## src/rtl/bank_timer.sv

```systemverilog
// Programmable 16-bit interval timer with an 8-bit prescaler and a maskable,
// registered active-low interrupt, mapped as eight byte registers on the CPU bus.
module bank_timer #(
    parameter logic [15:0] RESET_RELOAD   = 16'hFFFF,
    parameter logic [7:0]  RESET_PRESCALE = 8'h00
) (
    input  logic       clk_i,
    input  logic       rst_n_i,
    input  logic       cs_i,
    input  logic       R_W_n,
    input  logic [2:0] addr_i,
    input  logic [7:0] data_i,
    output logic [7:0] data_o,
    output logic       irq_n_o
);

    localparam logic [2:0] A_CTRL     = 3'd0;
    localparam logic [2:0] A_PRESCALE = 3'd1;
    localparam logic [2:0] A_RELOAD_L = 3'd2;
    localparam logic [2:0] A_RELOAD_H = 3'd3;
    localparam logic [2:0] A_COUNT_L  = 3'd4;
    localparam logic [2:0] A_COUNT_H  = 3'd5;
    localparam logic [2:0] A_STATUS   = 3'd6;

    logic        en_q, en_d;
    logic        oneshot_q, oneshot_d;
    logic        ie_q, ie_d;
    logic        tf_q, tf_d;
    logic        irq_n_q, irq_n_d;
    logic [7:0]  prescale_q, prescale_d;
    logic [7:0]  pcnt_q, pcnt_d;
    logic [15:0] reload_q, reload_d;
    logic [15:0] count_q, count_d;
    logic [7:0]  shadow_q, shadow_d;

    logic wr_en;
    logic rd_en;
    logic wr_ctrl;
    logic load;
    logic tick;
    logic zero_hit;
    logic tf_clr;

    assign wr_en    = cs_i & ~R_W_n;
    assign rd_en    = cs_i & R_W_n;
    assign wr_ctrl  = wr_en && (addr_i == A_CTRL);
    assign load     = wr_ctrl & data_i[3];
    assign tick     = en_q && (pcnt_q == 8'd0);
    // LOAD takes priority over a tick landing on the same edge, so it also masks the expiry.
    assign zero_hit = tick && (count_q == 16'd0) && !load;
    assign tf_clr   = wr_en && (addr_i == A_STATUS) && data_i[0];

    always_comb begin
        en_d       = en_q;
        oneshot_d  = oneshot_q;
        ie_d       = ie_q;
        prescale_d = prescale_q;
        reload_d   = reload_q;
        shadow_d   = shadow_q;

        if (wr_ctrl) begin
            en_d      = data_i[0];
            oneshot_d = data_i[1];
            ie_d      = data_i[2];
        end else if (zero_hit && oneshot_q) begin
            en_d = 1'b0;
        end

        if (wr_en && (addr_i == A_PRESCALE)) prescale_d     = data_i;
        if (wr_en && (addr_i == A_RELOAD_L)) reload_d[7:0]  = data_i;
        if (wr_en && (addr_i == A_RELOAD_H)) reload_d[15:8] = data_i;

        // Reading the low byte snapshots the high byte for a tear-free 16-bit read.
        if (rd_en && (addr_i == A_COUNT_L)) shadow_d = count_q[15:8];
    end

    always_comb begin
        pcnt_d = pcnt_q;
        if (load) begin
            pcnt_d = prescale_q;
        end else if (tick) begin
            pcnt_d = prescale_q;
        end else if (en_q) begin
            pcnt_d = pcnt_q - 8'd1;
        end
    end

    always_comb begin
        count_d = count_q;
        if (load) begin
            count_d = reload_q;
        end else if (tick) begin
            if (count_q != 16'd0) begin
                count_d = count_q - 16'd1;
            end else if (!oneshot_q) begin
                count_d = reload_q;
            end
        end
    end

    // A tick-driven set beats a simultaneous write-one-to-clear.
    always_comb begin
        tf_d    = (tf_q & ~tf_clr) | zero_hit;
        irq_n_d = ~(tf_q & ie_q);
    end

    always_ff @(posedge clk_i or negedge rst_n_i) begin
        if (!rst_n_i) begin
            en_q       <= 1'b0;
            oneshot_q  <= 1'b0;
            ie_q       <= 1'b0;
            tf_q       <= 1'b0;
            irq_n_q    <= 1'b1;
            prescale_q <= RESET_PRESCALE;
            pcnt_q     <= RESET_PRESCALE;
            reload_q   <= RESET_RELOAD;
            count_q    <= RESET_RELOAD;
            shadow_q   <= 8'h00;
        end else begin
            en_q       <= en_d;
            oneshot_q  <= oneshot_d;
            ie_q       <= ie_d;
            tf_q       <= tf_d;
            irq_n_q    <= irq_n_d;
            prescale_q <= prescale_d;
            pcnt_q     <= pcnt_d;
            reload_q   <= reload_d;
            count_q    <= count_d;
            shadow_q   <= shadow_d;
        end
    end

    always_comb begin
        data_o = 8'h00;
        if (cs_i) begin
            case (addr_i)
                A_CTRL:     data_o = {5'b0, ie_q, oneshot_q, en_q};
                A_PRESCALE: data_o = prescale_q;
                A_RELOAD_L: data_o = reload_q[7:0];
                A_RELOAD_H: data_o = reload_q[15:8];
                A_COUNT_L:  data_o = count_q[7:0];
                A_COUNT_H:  data_o = shadow_q;
                A_STATUS:   data_o = {6'b0, en_q, tf_q};
                default:    data_o = 8'h00;
            endcase
        end
    end

    assign irq_n_o = irq_n_q;

endmodule

```

## config.mk

```make
export PLATFORM = sky130hd
export DESIGN_NAME = bank_timer
export DESIGN_NICKNAME = d
export VERILOG_FILES = /design/src/rtl/bank_timer.sv
export SDC_FILE = /design/constraint.sdc
export NUM_CORES = 1
export LEC_CHECK = 0
export ABC_AREA = 1
export ABC_CLOCK_PERIOD_IN_PS = 2500
export CORE_ASPECT_RATIO = 0.7
export CORE_UTILIZATION = 40
export CTS_CLUSTER_DIAMETER = 200
export DETAILED_ROUTE_END_ITERATION = 8
export GPL_ROUTABILITY_DRIVEN = 0
export GPL_TIMING_DRIVEN = 0
export HOLD_SLACK_MARGIN = 0.06
export SLEW_MARGIN = 10
export SYNTH_ARGS = -nofsm -noshare
export SYNTH_HDL_FRONTEND = slang
export SYNTH_SLANG_ARGS = --single-unit
```

## constraint.sdc

```tcl
create_clock -name clk_i -period 2.5 [get_ports clk_i]
set_input_delay 0.5 -clock clk_i [delete_from_list [all_inputs] [get_ports clk_i]]
set_output_delay 0.5 -clock clk_i [all_outputs]
set_load 0.02 [all_outputs]
```

==> results of run 1 <==
==> per-layer routing <==
metal	up-vias	part of all wire	track usage
met5	-	0	0
met4	0	0.011	0.0675
li1	1678	-	-
met1	1557	0.53	0.372
met3	14	0.072	0.0612
met2	115	0.39	0.342
==> worst max-delay path: stages <==
cell	delay, ns
sky130_fd_sc_hd__clkbuf_2	0.15
sky130_fd_sc_hd__inv_2	0.12
sky130_fd_sc_hd__nand3_1	0.14
sky130_fd_sc_hd__inv_1	0.19
sky130_fd_sc_hd__nand2_1	0.09
sky130_fd_sc_hd__o21ai_2	0.09
sky130_fd_sc_hd__nor2_1	0.06
sky130_fd_sc_hd__a21oi_1	0.17
sky130_fd_sc_hd__clkdlybuf4s15_2	0.28
==> area by class of cell <==
| type | count | area (um^2) | share of cell area |
|---|---|---|---|
| Timing Repair Buffer | 23 | 200 | 0.0473 |
| Clock inverter | 4 | 21.3 | 0.00502 |
| Inverter | 57 | 214 | 0.0505 |
| Multi-Input combinational cell | 375 | 1740 | 0.411 |
| Sequential cell | 61 | 1570 | 0.370 |
| Buffer | 11 | 81.3 | 0.0192 |
| Clock buffer | 12 | 258 | 0.0609 |
| Tap cell | 120 | 150 | 0.0355 |
==> kinds of logic (layout without fill, tap and decap cells) <==
kind of cell / count (synthesis) / in the layout
adders and majority gates: 4 / 4
AOI/OAI and AO/OA: 75 / 75
buffers and inverters: 68 / 107
muxes: 1 / 1
DFF: 61 / 61
and+or+nand+nor: 288 / 288
xor gates and xnor gates: 7 / 7
==> sequential cells by signal, summed over array words and instances, names as in the netlist, 8 cells and up <==
name	count
count_q	16
shadow_q	8
reload_q	16
pcnt_q	8
prescale_q	8
==> cells in the mapped netlist, types with 2 or more instances <==
cell                       count  area share
sky130_fd_sc_hd__nor3_1        3      0.0042
sky130_fd_sc_hd__a31oi_1       4      0.0070
sky130_fd_sc_hd__a21oi_1       8       0.011
sky130_fd_sc_hd__inv_2         5      0.0052
sky130_fd_sc_hd__dfrtp_1      28        0.20
sky130_fd_sc_hd__nand2_4       2      0.0063
sky130_fd_sc_hd__o211ai_1      3      0.0063
sky130_fd_sc_hd__o21ai_0      53       0.074
sky130_fd_sc_hd__nor2_2        5      0.0087
sky130_fd_sc_hd__nand4_1       4      0.0070
sky130_fd_sc_hd__nand3_1      36       0.050
sky130_fd_sc_hd__buf_6         4       0.013
sky130_fd_sc_hd__buf_2         5      0.0070
sky130_fd_sc_hd__ha_1          4       0.014
sky130_fd_sc_hd__dfstp_2      33        0.24
sky130_fd_sc_hd__xor2_1        6       0.015
sky130_fd_sc_hd__nor2_4        2      0.0063
sky130_fd_sc_hd__nor2_1       43       0.045
sky130_fd_sc_hd__inv_1        52       0.054
sky130_fd_sc_hd__o22ai_1       5      0.0087
sky130_fd_sc_hd__nand2_1     191        0.20
==> path summary, 6_finish.rpt <==
kind,cells after the start,endpoint,slack (ns),start
min,1,pcnt_q[2]$_DFFE_PN0P_,0.25,rst_n_i
max reg2reg,12,count_q[2]$_DFFE_PN1P_,0.61,count_q[0]$_DFFE_PN1P_
max,9,data_o[1],0.20,addr_i[2]
min in group clk_i,1,irq_n_o$_DFF_PN1_,0.42,tf_q$_DFF_PN0_
min reg2reg,1,irq_n_o$_DFF_PN1_,0.42,tf_q$_DFF_PN0_
max in group asynchronous,1,prescale_q[3]$_DFFE_PN0P_,1.76,rst_n_i
==> power by group through the flow <==
stage / Sequential, mW / Clock, mW / Combinational [mW]
global route: 1.68 / 1.24 / 1.60
global placement: 1.63 / 0 / 1.35
detailed placement: 1.64 / 0 / 1.38
finish: 1.64 / 1.17 / 1.39
floorplan: 1.54 / 0 / 1.05
CTS: 1.62 / 1.20 / 1.38
==> what timing repair did <==
action | CTS | global route
setup endpoints to repair | 8 | 7
pin swaps | 0 | 0
resized for setup | 26 | 13
==> impl_results.rst, run 1 <==
.. list-table::
   :header-rows: 1

   * - Metric
     - Value
   * - Cell-internal power
     - 2.59 mW
   * - Number of antenna violations at the first check in global routing
     - 0
   * - Final standard cell area without fillers
     - 0.00423 mm^2
   * - Combinational family with the most area after synthesis
     - simple AND/OR/NAND/NOR gates
   * - Grt total ovfl
     - 0
   * - Portion of total power attributed to combinational logic
     - 0.332
   * - Buffer depth of the longest clock path
     - 2
   * - Die footprint
     - 0.00936 mm^2
   * - Max-cap violations
     - 0
   * - Per-instance average area after synthesis
     - 7.12 um^2
   * - Shortest period the worst path allows
     - 2.30 ns
   * - I/O pin total
     - 24
   * - Leading cell types in the layout, fill and taps excluded
     - sky130_fd_sc_hd__nand2_1, sky130_fd_sc_hd__inv_1, sky130_fd_sc_hd__o21ai_0
   * - Peak supply drop
     - 477 uV
   * - Total chip power
     - 4.20 mW
   * - Final Worst Setup Slack
     - 0.205 ns
   * - Summed negative setup slack over all endpoints
     - 0 ns
   * - Remaining max-slew budget at the tightest pin
     - 0.490
   * - Number of antenna cells inserted
     - 0
   * - Initial Util
     - 0.418
   * - Worst EP arrival
     - 1.80 ns
   * - Fill cell total of the finished layout
     - 873
   * - Final Max Slew Viols
     - 0
   * - Leading cell type in the layout, fill and taps excluded
     - sky130_fd_sc_hd__nand2_1
   * - Area post-placement
     - 0.00397 mm^2
   * - Synthesized flop and latch total
     - 61
   * - Count of placed standard cells in the final layout, fillers left out
     - 663
   * - Site row count
     - 28
   * - Sort of element at the start of the critical path
     - input port
   * - Yosys warns
     - 0
   * - CTS tree
     - done
   * - Most frequently used flop master after synthesis
     - sky130_fd_sc_hd__dfstp_2
   * - Detail-routed net length per standard cell
     - 15.4 um
   * - Layout cell share with drive strength beyond 1
     - 0.162
   * - Detail Route Antenna Nets
     - 0
   * - Number of distinct library cells after synthesis
     - 29
   * - Measured slew at the worst slew-check pin
     - 0.765 ns
   * - Pwr per Cell Area
     - 992 mW/mm^2
   * - LEAKAGE
     - 2.03 nW
   * - Post-cts hold buffer count
     - 0
   * - Routed wire length
     - 10.2 mm
   * - Via count of the first global-routing pass
     - 3204
   * - Simple logic cell fraction of the synthesized area
     - 0.333
   * - Total track usage
     - 0.246
   * - Clock transition at the registers of the reported paths
     - 0.05 ns
   * - Pin count of the biggest net entering global routing
     - 62
   * - Die boundary width
     - 115 um
   * - Cell Count Post-Placement
     - 647
   * - Number of hold violations in the final report
     - 0
   * - Number of setup buffers added after CTS
     - 0
   * - Sequential cell area fraction in the yosys report
     - 0.437
   * - Relative contribution of the clock network to total power
     - 0.277
   * - Achievable Freq
     - 0.436 GHz
   * - Net count, final
     - 557
   * - Switching share of power
     - 0.383
   * - Final setup violating endpoints
     - 0
   * - Synthesized-area fraction occupied by ao, oa, aoi and oai cells
     - 0.114
   * - Share of the clock period used by the worst path
     - 0.918
   * - Adder and majority cell fraction of the synthesized area
     - 0.0139
   * - Post-place setup slack
     - -0.721 ns
   * - Wire length of the first global-routing pass
     - 16.8 mm
   * - Largest fanout on the critical path
     - 7
   * - Total of buffers placed on input and output ports
     - 23
   * - Count of flip-flops with a built-in enable after synthesis
     - 0
   * - Estimated wirelength of the detail-placed design
     - 7.80 mm
   * - Clock H-tree levels
     - 3
   * - Xor and xnor area share after synthesis
     - 0.0171
   * - Layout overhead on the synthesized area
     - 18.0%
   * - Setup Crit Path Kind
     - input port to output port
   * - Via count normalized by instance count
     - 5.07
   * - Required time at the worst-slack endpoint
     - 2.00 ns
   * - DIE HEIGHT
     - 81.2 um
   * - Sequential cell fraction of total power
     - 0.391
   * - Core Util, Final
     - 0.493
   * - Number of iterations in the first detailed-routing pass
     - 5
   * - Worst hold margin
     - 0.250 ns
   * - Cells after synthesis
     - 504
   * - Fraction of synthesized area in multiplexers
     - 0.00314
   * - Final setup skew
     - 0.00498 ns
   * - Violation count after the first detailed-routing iteration
     - 409
   * - Clock latency on the worst-skew pair
     - 0.34 ns
   * - Clock Tree Root
     - sky130_fd_sc_hd__clkbuf_16
   * - Sw power
     - 1.61 mW
   * - Unrepaired setup endpoints after global routing
     - no
   * - Type of element capturing the critical path
     - output port
   * - FFs w/ async S/R, synth
     - 1.00
   * - Number of remaining DRC errors
     - 0
   * - Total number of clock tree sinks
     - 61
   * - Result of the run
     - finished clean
   * - Post-synth net total
     - 523
   * - Vias
     - 3364
   * - Class of the most critical hold timing path
     - input port to async pin
   * - Syn Std Cell Area
     - 0.00359 mm^2
   * - Number of clock buffers inserted by TritonCTS
     - 9
   * - Core region area
     - 0.00858 mm^2
Power figures use the tool's default switching activity.
==> run 2: changes to the inputs <==
PLACE_DENSITY_LB_ADDON = 0.2   (was not set)
==> run 2 against run 1 <==
- non-clock buffer count is the same
- global-route usage shrank 0.39 points
- core utilization is essentially flat
- die area is the same
- worst setup slack lost 0.10 ns
- final area is essentially flat
- critical path depth is the same
- combinational power is essentially flat
- sequential cell count is the same
- clock power grew 4%
- via count grew 0.98%
- register-to-register slack is essentially flat
==> impl_results.rst, run 2 (same netlist as run 1, synthesis figures left out) <==
.. list-table::
   :header-rows: 1

   * - Metric
     - Value
   * - Result of the run
     - finished clean
   * - Layout overhead on the synthesized area
     - 18.1%
   * - Leading cell type in the layout, fill and taps excluded
     - sky130_fd_sc_hd__nand2_1
   * - Buffer depth of the longest clock path
     - 2
   * - Largest fanout on the critical path
     - 8
   * - Max-cap violations
     - 0
   * - Buffers & Inverters on Critical Path
     - 4
   * - Detail Route Antenna Nets
     - 0
   * - Via count of the first global-routing pass
     - 3156
   * - Number of clock buffers inserted by TritonCTS
     - 9
   * - Slack of the worst reg-to-reg path
     - 0.60 ns
   * - Peak supply drop
     - 598 uV
   * - Cell-internal power
     - 2.61 mW
   * - Worst EP arrival
     - 1.90 ns
   * - Largest registers ranked by flip-flop count
     - count_q x16, reload_q x16
   * - Leading cell types in the layout, fill and taps excluded
     - sky130_fd_sc_hd__nand2_1, sky130_fd_sc_hd__inv_1, sky130_fd_sc_hd__o21ai_0
   * - Met2 global-route usage
     - 0.335
   * - Delay of the slowest critical-path stage
     - 0.38 ns
   * - Remaining max-slew budget at the tightest pin
     - 0.480
   * - Total chip power
     - 4.23 mW
   * - Switching share of power
     - 0.382
   * - Wire length of the first global-routing pass
     - 16.4 mm
   * - Final setup skew
     - 0.00613 ns
   * - Net count, final
     - 557
   * - Required time at the worst-slack endpoint
     - 2.00 ns
   * - Site row count
     - 28
   * - Number of setup buffers added after CTS
     - 0
   * - CTS tree
     - done
   * - Estimated wirelength of the detail-placed design
     - 7.73 mm
   * - Class of the most critical hold timing path
     - input port to async pin
   * - Sw power
     - 1.62 mW
   * - Post-cts hold buffer count
     - 0
   * - DIE HEIGHT
     - 81.2 um
   * - LEAKAGE
     - 2.02 nW
   * - Reg2Reg Depth
     - 12
   * - Initial Util
     - 0.418
   * - Top delay family on crit path
     - buffers and inverters
   * - Number of resized instances in the post-cts repair step
     - 24
   * - Routing usage on met1
     - 0.361
   * - Total of buffers placed on input and output ports
     - 23
   * - Type of element capturing the critical path
     - output port
   * - Relative contribution of the clock network to total power
     - 0.287
   * - Grt total ovfl
     - 0
   * - Layout cell share with drive strength beyond 1
     - 0.168
   * - Portion of total power attributed to combinational logic
     - 0.328
   * - Clock Tree Root
     - sky130_fd_sc_hd__clkbuf_16
   * - Number of antenna cells inserted
     - 0
   * - Unrepaired setup endpoints after global routing
     - no
   * - Critical path cell sequence
     - dlygate4sd2_1 > inv_1 > nand3_1 > inv_2 > nand2_1 > nand4_1 > a21oi_1 > nor2_1 > dlygate4sd2_1
   * - Via count normalized by instance count
     - 5.12
   * - Setup Crit Path Kind
     - input port to output port
   * - Number of hold violations in the final report
     - 0
   * - Die footprint
     - 0.00936 mm^2
   * - Endpoint of the lowest-slack register-to-register path
     - count_q[2]$_DFFE_PN1P_
   * - Beginning of the worst register-to-register path
     - count_q[0]$_DFFE_PN1P_
   * - Total track usage
     - 0.242
   * - Die boundary width
     - 115 um
   * - Pin count of the biggest net entering global routing
     - 62
   * - Pwr per Cell Area
     - 999 mW/mm^2
   * - Share of the clock period used by the worst path
     - 0.959
   * - Clock latency on the worst-skew pair
     - 0.34 ns
   * - FF/Latch Area
     - 0.00157 mm^2
   * - Violation count after the first detailed-routing iteration
     - 364
   * - Number of antenna violations at the first check in global routing
     - 0
   * - Routed wire length
     - 10.1 mm
   * - Footprint of the multi-input gates
     - 0.00174 mm^2
   * - Achievable Freq
     - 0.417 GHz
   * - Number of iterations in the first detailed-routing pass
     - 5
   * - Slowest library cell on the worst path
     - sky130_fd_sc_hd__dlygate4sd2_1
   * - Fill cell total of the finished layout
     - 881
   * - Clock transition at the registers of the reported paths
     - 0.05 ns
   * - Final setup violating endpoints
     - 0
   * - Sequential cell fraction of total power
     - 0.385
   * - CP most frequent cell
     - sky130_fd_sc_hd__dlygate4sd2_1
   * - Busiest metal layer after global routing
     - met1
   * - Summed negative setup slack over all endpoints
     - 0 ns
   * - Detail-routed net length per standard cell
     - 15.2 um
   * - Core region area
     - 0.00858 mm^2
   * - I/O pin total
     - 24
   * - Sort of element at the start of the critical path
     - input port
   * - Clock H-tree levels
     - 3
   * - Met3 Track Usage GR
     - 0.0709
   * - Total number of clock tree sinks
     - 61
   * - Shortest period the worst path allows
     - 2.40 ns
   * - Final Max Slew Viols
     - 0
   * - Number of remaining DRC errors
     - 0
   * - Measured slew at the worst slew-check pin
     - 0.780 ns
   * - Vias
     - 3397
## run 2: changes by cell type in the layout (fill, tap and decap cells not counted), sizes merged
cell / previous run / this run
dlygate4sd1: 1 / 0
buf: 11 / 13
dlygate4sd2: 3 / 4
clkdlybuf4s15: 2 / 0
clkinvlp: 0 / 2
clkinv: 3 / 2
clkbuf: 18 / 17
## run 2: area by class of cell
type | instances | area share
buffer | 11 | 0.0192
inverter | 57 | 0.0505
multi-input combinational | 375 | 0.411
tap | 120 | 0.0354
sequential | 61 | 0.370
clock buffer | 11 | 0.0623
timing repair buffer | 23 | 0.0443
clock inverter | 5 | 0.00738
## run 2: metrics by stage
step | cell area (um^2) | utilization | hold slack, ns | cells | setup WS [ns]
3_3_place_gp | 3970 | 0.462 | 0.414 | 647 | -1.05
6_report | 4240 | 0.494 | 0.237 | 663 | 0.101
5_1_grt | 4240 | 0.494 | 0.309 | 663 | 0.0141
2_1_floorplan | 3590 | - | 0.204 | 504 | 0.632
4_1_cts | 4260 | 0.497 | 0.272 | 663 | 0.00803
3_5_place_dp | 3970 | 0.462 | 0.410 | 647 | -0.718
## run 2: worst max path at each step
stage	from	to	slack, ns	cells past startpoint
CTS	addr_i[1]	data_o[2]	0.008	7
global placement	rst_n_i	shadow_q[6]$_DFFE_PN0P_	-1.05	1
floorplan	addr_i[1]	data_o[2]	0.63	5
finish	addr_i[1]	data_o[7]	0.10	9
detailed placement	addr_i[1]	data_o[1]	-0.72	7
global route	addr_i[1]	data_o[7]	0.01	9
## run 2: power groups by stage
stage | clock network [mW] | logic, mW | registers [mW]
detailed placement | 0 | 1.37 | 1.63
floorplan | 0 | 1.05 | 1.54
global placement | 0 | 1.35 | 1.63
CTS | 1.24 | 1.38 | 1.62
finish | 1.22 | 1.39 | 1.63
global route | 1.28 | 1.59 | 1.67
## run 2: routing by layer
layer	vias to the layer above	wire length [um]
met2	97	4000
met1	1616	5220
met4	0	117
li1	1672	-
met3	12	721
met5	-	0
## run 2: worst register-to-register path, cell delays in order (launching register included)
cell and delay [ns]:
sky130_fd_sc_hd__dfstp_2 0.53, sky130_fd_sc_hd__inv_1 0.11, sky130_fd_sc_hd__ha_1 0.23, sky130_fd_sc_hd__inv_1 0.05, sky130_fd_sc_hd__nor2_1 0.05, sky130_fd_sc_hd__nand2_1 0.06
sky130_fd_sc_hd__nor2_1 0.04, sky130_fd_sc_hd__nand2_2 0.16, sky130_fd_sc_hd__nand2_4 0.11, sky130_fd_sc_hd__buf_4 0.19, sky130_fd_sc_hd__o21ai_0 0.17, sky130_fd_sc_hd__nand2_1 0.07
sky130_fd_sc_hd__nand2_1 0.07
